==> config.mk <==
export PLATFORM = sky130hd
export DESIGN_NAME = dvs_event_fifo
export DESIGN_NICKNAME = d
export VERILOG_FILES = /design/src/rtl/dvs_event_fifo.sv
export SDC_FILE = /design/constraint.sdc
export NUM_CORES = 1
export LEC_CHECK = 0
export ABC_CLOCK_PERIOD_IN_PS = 6800
export BUFFER_PORTS_ARGS = -buffer_cell sky130_fd_sc_hd__buf_4
export CORE_MARGIN = 2
export CORE_UTILIZATION = 35
export CTS_CLUSTER_DIAMETER = 40
export DETAILED_ROUTE_END_ITERATION = 10
export PLACE_DENSITY_LB_ADDON = 0.12
export SLEW_MARGIN = 20
export SYNTH_ARGS = -nofsm -noshare
export SYNTH_HDL_FRONTEND = slang
export SYNTH_SLANG_ARGS = --single-unit
==> constraint.sdc <==
create_clock -name clk -period 6.8 [get_ports clk]
set_input_delay 0.68 -clock clk [delete_from_list [all_inputs] [get_ports clk]]
set_output_delay 0.68 -clock clk [all_outputs]
set_load 0.05 [all_outputs]
==> src/rtl/dvs_event_fifo.sv <==
// dvs_event_fifo: first-word-fall-through FIFO for DVS address events.
// Events that arrive while it is full are dropped and counted.
package dvs_pkg;
  localparam int DVS_X_ADDR_BITS = 8;
  localparam int DVS_Y_ADDR_BITS = 8;
  localparam int TIMESTAMP_US_BITS = 32;
endpackage

module dvs_event_fifo import dvs_pkg::*; #(
  parameter int X_BITS = DVS_X_ADDR_BITS,
  parameter int Y_BITS = DVS_Y_ADDR_BITS,
  parameter int TS_BITS = TIMESTAMP_US_BITS,
  parameter int DEPTH = 16,
  parameter int DROP_BITS = 16
) (
  input  logic                       clk,
  input  logic                       rst,
  input  logic                       in_valid,
  input  logic [X_BITS-1:0]          in_x,
  input  logic [Y_BITS-1:0]          in_y,
  input  logic [TS_BITS-1:0]         in_ts,
  input  logic                       in_pol,
  output logic                       out_valid,
  input  logic                       out_ready,
  output logic [X_BITS-1:0]          out_x,
  output logic [Y_BITS-1:0]          out_y,
  output logic [TS_BITS-1:0]         out_ts,
  output logic                       out_pol,
  output logic [$clog2(DEPTH):0]     level,
  output logic                       full,
  output logic [DROP_BITS-1:0]       drop_count,
  output logic                       overflow
);
  localparam int AW = $clog2(DEPTH);
  localparam int LW = AW + 1;
  localparam int EW = TS_BITS + 1 + Y_BITS + X_BITS;
  logic [EW-1:0] mem_q [DEPTH];
  logic [AW-1:0] wr_q, wr_d, rd_q, rd_d;
  logic [LW-1:0] level_q, level_d;
  logic [DROP_BITS-1:0] drop_q, drop_d;
  logic ovf_q, ovf_d, push, pop, drop;
  assign out_valid = level_q != '0;
  assign full = level_q == LW'(DEPTH);
  assign level = level_q;
  assign drop_count = drop_q;
  assign overflow = ovf_q;
  assign {out_ts, out_pol, out_y, out_x} = mem_q[rd_q];
  // A pop frees a slot in the same cycle, so a full FIFO still accepts a push alongside it.
  always_comb begin
    pop = out_valid & out_ready;
    push = in_valid & (~full | pop);
    drop = in_valid & full & ~pop;
    wr_d = push ? wr_q + AW'(1) : wr_q;
    rd_d = pop ? rd_q + AW'(1) : rd_q;
    level_d = level_q + LW'(push) - LW'(pop);
    drop_d = (drop & ~&drop_q) ? drop_q + DROP_BITS'(1) : drop_q;
    ovf_d = ovf_q | drop;
  end
  always_ff @(posedge clk) begin
    if (rst) begin
      wr_q <= '0;
      rd_q <= '0;
      level_q <= '0;
      drop_q <= '0;
      ovf_q <= 1'b0;
    end else begin
      wr_q <= wr_d;
      rd_q <= rd_d;
      level_q <= level_d;
      drop_q <= drop_d;
      ovf_q <= ovf_d;
    end
  end
  always_ff @(posedge clk) begin
    if (push && !rst) mem_q[wr_q] <= {in_ts, in_pol, in_y, in_x};
  end
endmodule

Word level (Yosys, flattened, before mapping) --
Memories as Yosys holds them, arrays and structs flattened. A register that Yosys moved wholly into a read port is not among the register bits. Index checks and enable logic that the tools add are counted.
Storage, ports and cells: output and inout port bits 73, logic and storage cells 30, register bits 30, memories 1, bits in writable memories 784
Memory list:
- mem_q | depth 16, bits a word 49, read ports 1, clocked after Yosys merged registers in 1, wr ports 1, line 37 | logic [EW-1:0] mem_q [DEPTH];
Operators by class: reductions and logical operators 5, bitwise operators 9, add/sub/neg operators 5, multiplexer cells 4, eq/ne operators 1
Operators with widths (number):
- 16-bit by 1-bit adder with 16-bit output (second input constant) | 1
- 16-bit AND reduction | 1
- 4-bit by 1-bit adder with 4-bit output (second input constant) | 2
- 4-bit two-way mux | 2
- 5-bit by 1-bit adder with 5-bit output | 1
- 1-bit AND | 5
- 5-bit equality test (second input constant) | 1
- 5-bit nonzero test | 1
- 5-bit by 1-bit subtractor with 5-bit output | 1
- 1-bit zero test | 2
- 1-bit two-way mux | 2
- 1-bit NOT | 2
- 1-bit OR | 2
- 1-bit logical AND | 1

Depth between registers and ports, before layout --
Gate-level depths: netlist of the first run.
depth in word-level cells 7, gate-level depth with buffers 13, gate-level depth less buffers 12

Worst setup path after synthesis of the first run --
Ideal clock, no wire load.
kind register to register, start point reg level_q[2] (netlist: level[2]), end point mem mem_q[3][0] (netlist name) (enable), period minus slack after synthesis 5.758 ns, library setup time 0.516 ns, data required time 6.284 ns, stages on the path, launching flop included 8, arrival 5.242 ns, slack 1.042 ns, cells stage by stage dfxtp_1 > inv_1 > ha_1 > nand4bb_1 > inv_2 > a211oi_1 > nand2_1 > nor3_1
On the way: word-level cells in the longest chain between the ends 7, elaborated cells on any way between the ends 9
RTL lines:
- start, declared | line 39 | logic [LW-1:0] level_q, level_d;
- start signal, assigned | line 69 | level_q <= level_d;
- 5-bit equality test | line 43 | assign full = level_q == LW'(DEPTH);
- named net full | line 30 | output logic full,
- 1-bit NOT | line 51 | push = in_valid & (~full | pop);
- 1-bit OR | line 51
- 1-bit AND | line 51
- 1-bit logical AND | line 75 | if (push && !rst) mem_q[wr_q] <= {in_ts, in_pol, in_y, in_x};
- 1-bit two-way mux | line 75
- 1-bit two-way mux (implied by the code) | line 75
- end, declared | line 37
The timed path passes the listed nets, and every way through them passes these cells.

==> run metrics, run 1 <==
outcome completed; largest net degree at the start of global routing 135; antenna violations before repair 3; CP Max Fanout 37; CTS tree built; top cell type's share of synthesized area 75.0%; H-tree levels 3; DIE AREA 0.0921 mm^2; syn_nets 1364; simple-gate area share of the yosys netlist 1.63%; CP Capture Type primary output; Reg2Reg Depth 8; top post-synthesis cells by area edfxtp_1 75%, mux4_2 15%, mux4_1 2.7%, dfxtp_1 2.2%, ha_1 0.44%; cell taking the most area after synthesis edfxtp_1; Worst R2R End mem_q[8][14]; clock root buffer clkbuf_16; Worst R2R Start level[2]; clk_lat worst skew 680 ps; global-route wire length before repair 105 mm; FF+latch count, synth 818; worst hold path startpoint in_y[2]; grt total ovfl 0; drt pass-1 iters 7; share of cells above drive strength 1 36.6%; post-route insts no fill 2781; reg-to-reg slack, setup 2850 ps; Fin. Hold Viols 0; adder-cell share of the synthesized area 0.502%; Vias/cell 5.12; Clock Sinks 818; Antenna diodes 0; Post-CTS Repair Setup Buffers 0; I/O pin count 126; compound-gate portion of the synthesized area 0.737%; Multi-input gate area 0.00678 mm^2; PD cells 379 mW/mm^2; dpl hpwl 38.4 mm; Final ANT Viol Nets 0; Peak VDD IR 215 uV; clk slew on worst S/H paths 50 ps; worst hold path class input pin to flop; Cells after Synth 1299; Die Span Y 304 um; cts hold-fix bufs 0; Seq/Total Area, Yosys 77.2%; drt drc 0; routability congestion estimate 0.751; Synth-to-Final Area Change 20.2%; GR peak layer met2; die width 304 um; Setup-failing EPs final 0; fraction of met3 tracks used by global routing 2.97%; CTS Buf Count 121; clock buffer depth 3; Post-CTS Resized 0; Reg area 0.0242 mm^2; combinational family with the most area after synthesis multiplexers; core box area 0.0886 mm^2; Post-Route WL 71.2 mm; Max Clk Rate 0.227 GHz; mux contribution to synthesized area 18.2%; Filler Cell Count 7672; # Max-Cap Violations 0; worst setup path class flop to primary output; Post-synth EDFFs 784; Tightest Pin Transition 1030 ps; Avg Cell Area, Syn 24.2 um^2; fin crit share 64.9%; IO buf count 125; startpoint types flop; Synth Area in XOR/XNOR 0.223%; num rows 109; vias 14200; ys flop type edfxtp_1; Starting Density 35.4%; Slew HR 31.3%; met1 Use GR 21.8%; Setup TNS 0 ps; WHS Endpoint mem_q[10][10]; grt met2 use 25.3%; Arrival @ worst endpoint 3730 ps; synth warn 0; post-synthesis cell area 0.0314 mm^2; vias in the first global route 15300; Final #Nets 1576; final slew viol count 0; WL/cell 25.6 um; Period minus WS final 4410 ps; WP data required 6120 ps; clock skew 19.4 ps; Pleak 11.9 nW; GR Util All Layers 15.7%; count of cell types in the netlist 50; RSZ-0062 raised after global routing no; # placed instances 2553; Async SR Flop Fraction 0%; hold path depth 1; 1st-iter DRT viols 940
==> synth_stat cells, types with 3 or more instances <==
| cell type | number |
|---|---|
| edfxtp_1 | 784 |
| mux4_2 | 213 |
| dfxtp_1 | 34 |
| clkbuf_1 | 33 |
| mux4_1 | 32 |
| nor2_1 | 26 |
| inv_1 | 14 |
| a21oi_1 | 13 |
| nand2_1 | 13 |
| ha_1 | 11 |
| nand3_1 | 11 |
| buf_2 | 9 |
| o21ai_0 | 8 |
| buf_6 | 7 |
| nor3_1 | 7 |
| buf_12 | 6 |
| nand4_1 | 6 |
| nor2b_1 | 6 |
| or3_1 | 5 |
| xor2_1 | 5 |
| buf_1 | 4 |
| o31ai_1 | 4 |
| or4_1 | 4 |
| a211oi_1 | 3 |
| buf_8 | 3 |
| mux2_1 | 3 |
| mux2i_1 | 3 |
| nand2b_1 | 3 |
| nor4_1 | 3 |
| xnor2_1 | 3 |
==> registers in the layout, summed over array words and instances (netlist names), named ones only <==
register and flops:
overflow 1, drop_count 16, level 5, wr_q 4, mem_q 784, rd_q 4
==> cells by family (layout without fill, tap and decap cells) <==
| group | after synthesis | after routing |
|---|---|---|
| flops | 818 | 818 |
| mux | 251 | 251 |
| simple gates | 95 | 95 |
| buf+inv | 79 | 396 |
| compound gates | 36 | 36 |
| fa+ha+maj | 12 | 12 |
| xor+xnor | 8 | 8 |
==> where the power goes <==
| group | internal, mW | switching (mW) | leakage [nW] | total [mW] |
|---|---|---|---|---|
| clock | 3.76 | 2.33 | 1.96 | 6.09 |
| combinational | 1.11 | 1.40 | 2.57 | 2.51 |
| sequential | 5.61 | 0.105 | 7.34 | 5.71 |
| total | 10.5 | 3.83 | 11.9 | 14.3 |
==> cell type report <==
type	instances	share of cell area [%]
Sequential cell	818	64.2
Multi-Input combinational cell	402	18.0
Clock buffer	135	8.27
Tap cell	1165	3.86
Timing Repair Buffer	153	3.11
Clock inverter	93	2.44
Inverter	15	0.149
==> per-stage QoR <==
stage	hold WS (ps)	cell area (um^2)	setup slack (ps)	total power, mW	util [%]
floorplan	463	31400	1040	7.72	-
global placement	453	33700	2660	8.40	38.0
detailed placement	444	33700	2620	8.40	38.0
CTS	251	37800	2200	14.5	42.6
global route	278	37800	2150	14.9	42.6
finish	305	37800	2390	14.3	42.6
==> worst max-delay path by stage <==
stage / start / endpoint / slack [ps] / cells past startpoint
final: flop / out_ts[21] / 2390 / 4
after global routing: flop / out_ts[21] / 2150 / 4
after CTS: flop / out_ts[21] / 2200 / 4
after detailed placement: level[2] / mem_q[8][14] / 2620 / 8
after global placement: rst / mem_q[8][10] / 2660 / 5
after floorplan: level[2] / mem_q[3][0] / 1040 / 7
==> worst max-delay path, stage by stage (launching register included) <==
cell	delay, ps
dfxtp_4	810
buf_4	760
mux4_2	660
mux4_2	530
buf_4	220
==> per-layer routing <==
metal	wire, um	share of wire (%)	vias up
met5	29	0.041	-
met4	1400	2.0	4
met3	3640	5.1	116
met2	34600	49	386
met1	31500	44	7642
li1	-	-	6101
==> placed cells by master, fill, tap and decap left out, types with 6 or more instances in the layout <==
master      Yosys  routed
inv_1          14      14
nand3_1        11      11
nor2b_1         6       6
clkinvlp_4      0      11
ha_1           11      11
buf_4           2     151
dfxtp_1        34      30
nand4_1         6       6
nand2_1        13      13
nor2_4          0      12
mux4_1         32      32
o21ai_0         8       8
clkinv_2        0      19
a21oi_1        13      13
bufinv_16       0      11
nor2_1         26      14
mux4_2        213     213
edfxtp_1      784     784
clkinv_4        0      13
clkinv_1        0      15
clkbuf_16       0     123
inv_6           0      20
clkbuf_1       33      12
Note: power is estimated with default switching activity, not from simulation.
==> run 2: changes to the inputs <==
- ABC_AREA: unset -> 1
- ABC_CLOCK_PERIOD_IN_PS: 6800 -> 4400
- clock period: 6.8 -> 4.4 ns (I/O delays scaled with it)
==> run 2 against run 1 <==
Effect of this change:
- synthesized cell count is 110% higher
- first-iteration DRC count is 66% higher
- largest cell class unchanged
- combinational power is 94% higher
- register-to-register slack worse by 1300 ps
- worst setup slack worse by 1600 ps
==> run metrics, run 2 <==
outcome completed (unchanged); commonest non-fill, non-tap cell in the layout edfxtp_1 (unchanged); 1st-iter DRT viols 1562 (was 940); Fin. Hold Viols 0 (unchanged); CP max stage cell dfxtp_4 (unchanged); post-synthesis cell area 0.0338 mm^2 (was 0.0314 mm^2); RSZ-0062 raised after global routing no (unchanged); # Max-Cap Violations 0 (unchanged); Max Clk Rate 0.279 GHz; count of cell types in the netlist 30 (was 50); Comb power frac 20.2% (was 17.5%); clk slew on worst S/H paths 50 ps (about the same); Clock Sinks 818 (unchanged); I/O pin count 126 (unchanged); clk_lat worst skew 710 ps (was 680 ps); Post-Route WL 84.8 mm (was 71.2 mm); Cell Chain, Critical Path buf_4, nand3_1, nand3_1, nand2_1, buf_4 (was buf_4, mux4_2, mux4_2, buf_4); Final #Nets 2974 (was 1576); num rows 114 (was 109); die width 315 um (was 304 um); H-tree levels 4 (was 3); most frequent cells in the layout 784 x edfxtp_1, 426 x inv_1, 321 x nand2_1, 307 x nand3_1, 208 x a21oi_1 (was 784 x edfxtp_1, 213 x mux4_2, 151 x buf_4, 123 x clkbuf_16, 32 x mux4_1); Post-synth EDFFs 784 (unchanged); Arrival @ worst endpoint 3150 ps (was 3730 ps); Peak VDD IR 410 uV (was 215 uV); Final ANT Viol Nets 0 (unchanged); ys flop type edfxtp_1 (unchanged); drt drc 0 (unchanged); WP data required 3960 ps (was 6120 ps); vias in the first global route 20900 (was 15300); Pleak 14.7 nW (was 11.9 nW); share of cells above drive strength 1 13.1% (was 36.6%); routability congestion estimate 0.754 (was 0.751); drt pass-1 iters 7 (unchanged); CP Max Fanout 53 (was 37); Synth-to-Final Area Change 20.1% (was 20.2%); CTS tree built (unchanged); PD cells 593 mW/mm^2 (was 379 mW/mm^2); IO buf count 125 (unchanged); buffers plus inverters on the worst setup path 2 (unchanged); Die Span Y 315 um (was 304 um); GR Util All Layers 17.2% (was 15.7%); Period minus WS final 3590 ps; Starting Density 35.2% (was 35.4%); worst setup path class flop to primary output (unchanged); clock power share 42.9% (was 42.5%); fin worst setup slack 812 ps (was 2390 ps); FF+latch count, synth 818 (unchanged); Reg2Reg Depth 8 (unchanged); CP max stage delay 840 ps (was 810 ps); CTS Buf Count 131 (was 121); startpoint types flop (unchanged); Power Internal 16.8 mW (was 10.5 mW); placed cell area 0.0360 mm^2 (was 0.0337 mm^2); global-route wire length before repair 128 mm (was 105 mm); fin crit share 81.5%; commonest cells in the netlist 784 x edfxtp_1, 427 x inv_1, 321 x nand2_1, 307 x nand3_1, 208 x a21oi_1 (was 784 x edfxtp_1, 213 x mux4_2, 34 x dfxtp_1, 33 x clkbuf_1, 32 x mux4_1); Setup TNS 0 ps (unchanged); max FFs per register 784 (unchanged); core box area 0.0963 mm^2 (was 0.0886 mm^2); DIE AREA 0.0992 mm^2 (was 0.0921 mm^2); worst slack at placement 1510 ps (was 2620 ps); cell taking the most area after synthesis edfxtp_1 (unchanged); synth warn 0 (unchanged); antenna violations before repair 0 (was 3); Tightest Pin Transition 926 ps (was 1030 ps); final slew viol count 0 (unchanged); Largest Register mem_q (unchanged); hold path depth 1 (unchanged); clock skew 29.9 ps (was 19.4 ps); Cells after Synth 2764 (was 1299); switching power 7.30 mW (was 3.83 mW); clock buffer depth 3 (unchanged); post-route cell area 0.0407 mm^2 (was 0.0378 mm^2); Slew HR 38.2% (was 31.3%); WL/cell 19.8 um (was 25.6 um); Sw Ratio 30.2% (was 26.8%); utilization after layout 42.2% (was 42.6%); cell depth of the worst setup path 5 (was 4); clock root buffer clkbuf_16 (unchanged); Reg power frac 36.8% (was 39.9%); top post-synthesis cells by area edfxtp_1 70%, inv_1 4.7%, nand3_1 4.5%, o211ai_1 4.3%, nand2_1 3.6% (was edfxtp_1 75%, mux4_2 15%, mux4_1 2.7%, dfxtp_1 2.2%, ha_1 0.44%); CP Capture Type primary output (unchanged); grt total ovfl 0 (unchanged); most common cell in the netlist edfxtp_1 (unchanged); vias 21100 (was 14200); Seq/Total Area, Yosys 71.6% (was 77.2%); worst hold path class input pin to flop (unchanged); delay-heaviest family, CP buffers and inverters (was multiplexers); syn_nets 2829 (was 1364); Post-CTS Repair Setup Buffers 0 (unchanged); top cell type's share of synthesized area 69.6% (was 75.0%); dpl hpwl 44.5 mm (was 38.4 mm); hold slack 52.5 ps (was 305 ps); Vias/cell 4.91 (was 5.12); Async SR Flop Fraction 0% (unchanged); Setup-failing EPs final 0 (unchanged); largest net degree at the start of global routing 131 (was 135); Avg Cell Area, Syn 12.2 um^2 (was 24.2 um^2)
run 2: kinds of logic after synthesis:
family	after synthesis	share of synthesized area [%]
DFF	818	71.6
and+or+nand+nor	716	9.20
AOI/OAI and AO/OA	611	10.5
buffers and inverters	596	7.99
adders and majority gates	12	0.466
xor gates and xnor gates	11	0.285
run 2: path summary, 6_finish.rpt:
path / start / endpoint / slack, ps
setup / recovery: flop / out_ts[0] / 810
hold / removal: in_ts[10] / mem_q[7][27] / 50
setup reg to reg: level[2] / mem_q[4][38] / 1560
hold reg to reg: overflow / overflow / 480
run 2: worst register-to-register path: stages, from the launching register on:
cell and delay (ps):
dfxtp_1 360, inv_1 80, ha_1 240, nand4_1 130, nand2_1 210, nor2_1 260, nand2_1 280, nor2_4 150
buf_4 720
run 2: area by class of cell:
cell class              instances  area, um^2
clock inverters                84        1000
diodes                          1        2.50
flip-flops and latches        818       24200
inverters                     428        1610
repair buffers                180        1690
fillers                      9000       55600
clock buffers                 155        3480
multi-input cells            1350        7040
well taps                    1276        1600
run 2: metrics by stage:
step,power [mW],instances
5_1_grt,25.2,4291
3_5_place_dp,14.0,4032
2_1_floorplan,12.7,2764
4_1_cts,24.5,4291
3_3_place_gp,13.9,4032
6_report,24.1,4292
run 2: what timing repair did:
item | 4_1_cts | 5_1_grt
endpoints found under the hold margin | 190 | 0
resized for setup | 0 | 0
hold buffers | 20 | 0
run 2: metal layers:
metal | wire [um] | GRT usage [%] | vias to the layer above
li1 | - | - | 10100
met1 | 37900 | 22.6 | 10400
met2 | 40700 | 28.5 | 482
met3 | 3920 | 3.18 | 142
met4 | 2290 | 6.18 | 0
met5 | 0 | 0 | -
run 2: power groups by stage:
stage               Combinational [mW]  Sequential, mW  Clock (mW)
finish                            4.88            8.88        10.4
global route                      5.37            8.90        10.9
CTS                               4.98            8.89        10.6
detailed placement                4.94            9.04           0
global placement                  4.90            9.03           0
floorplan                         3.64            9.02           0
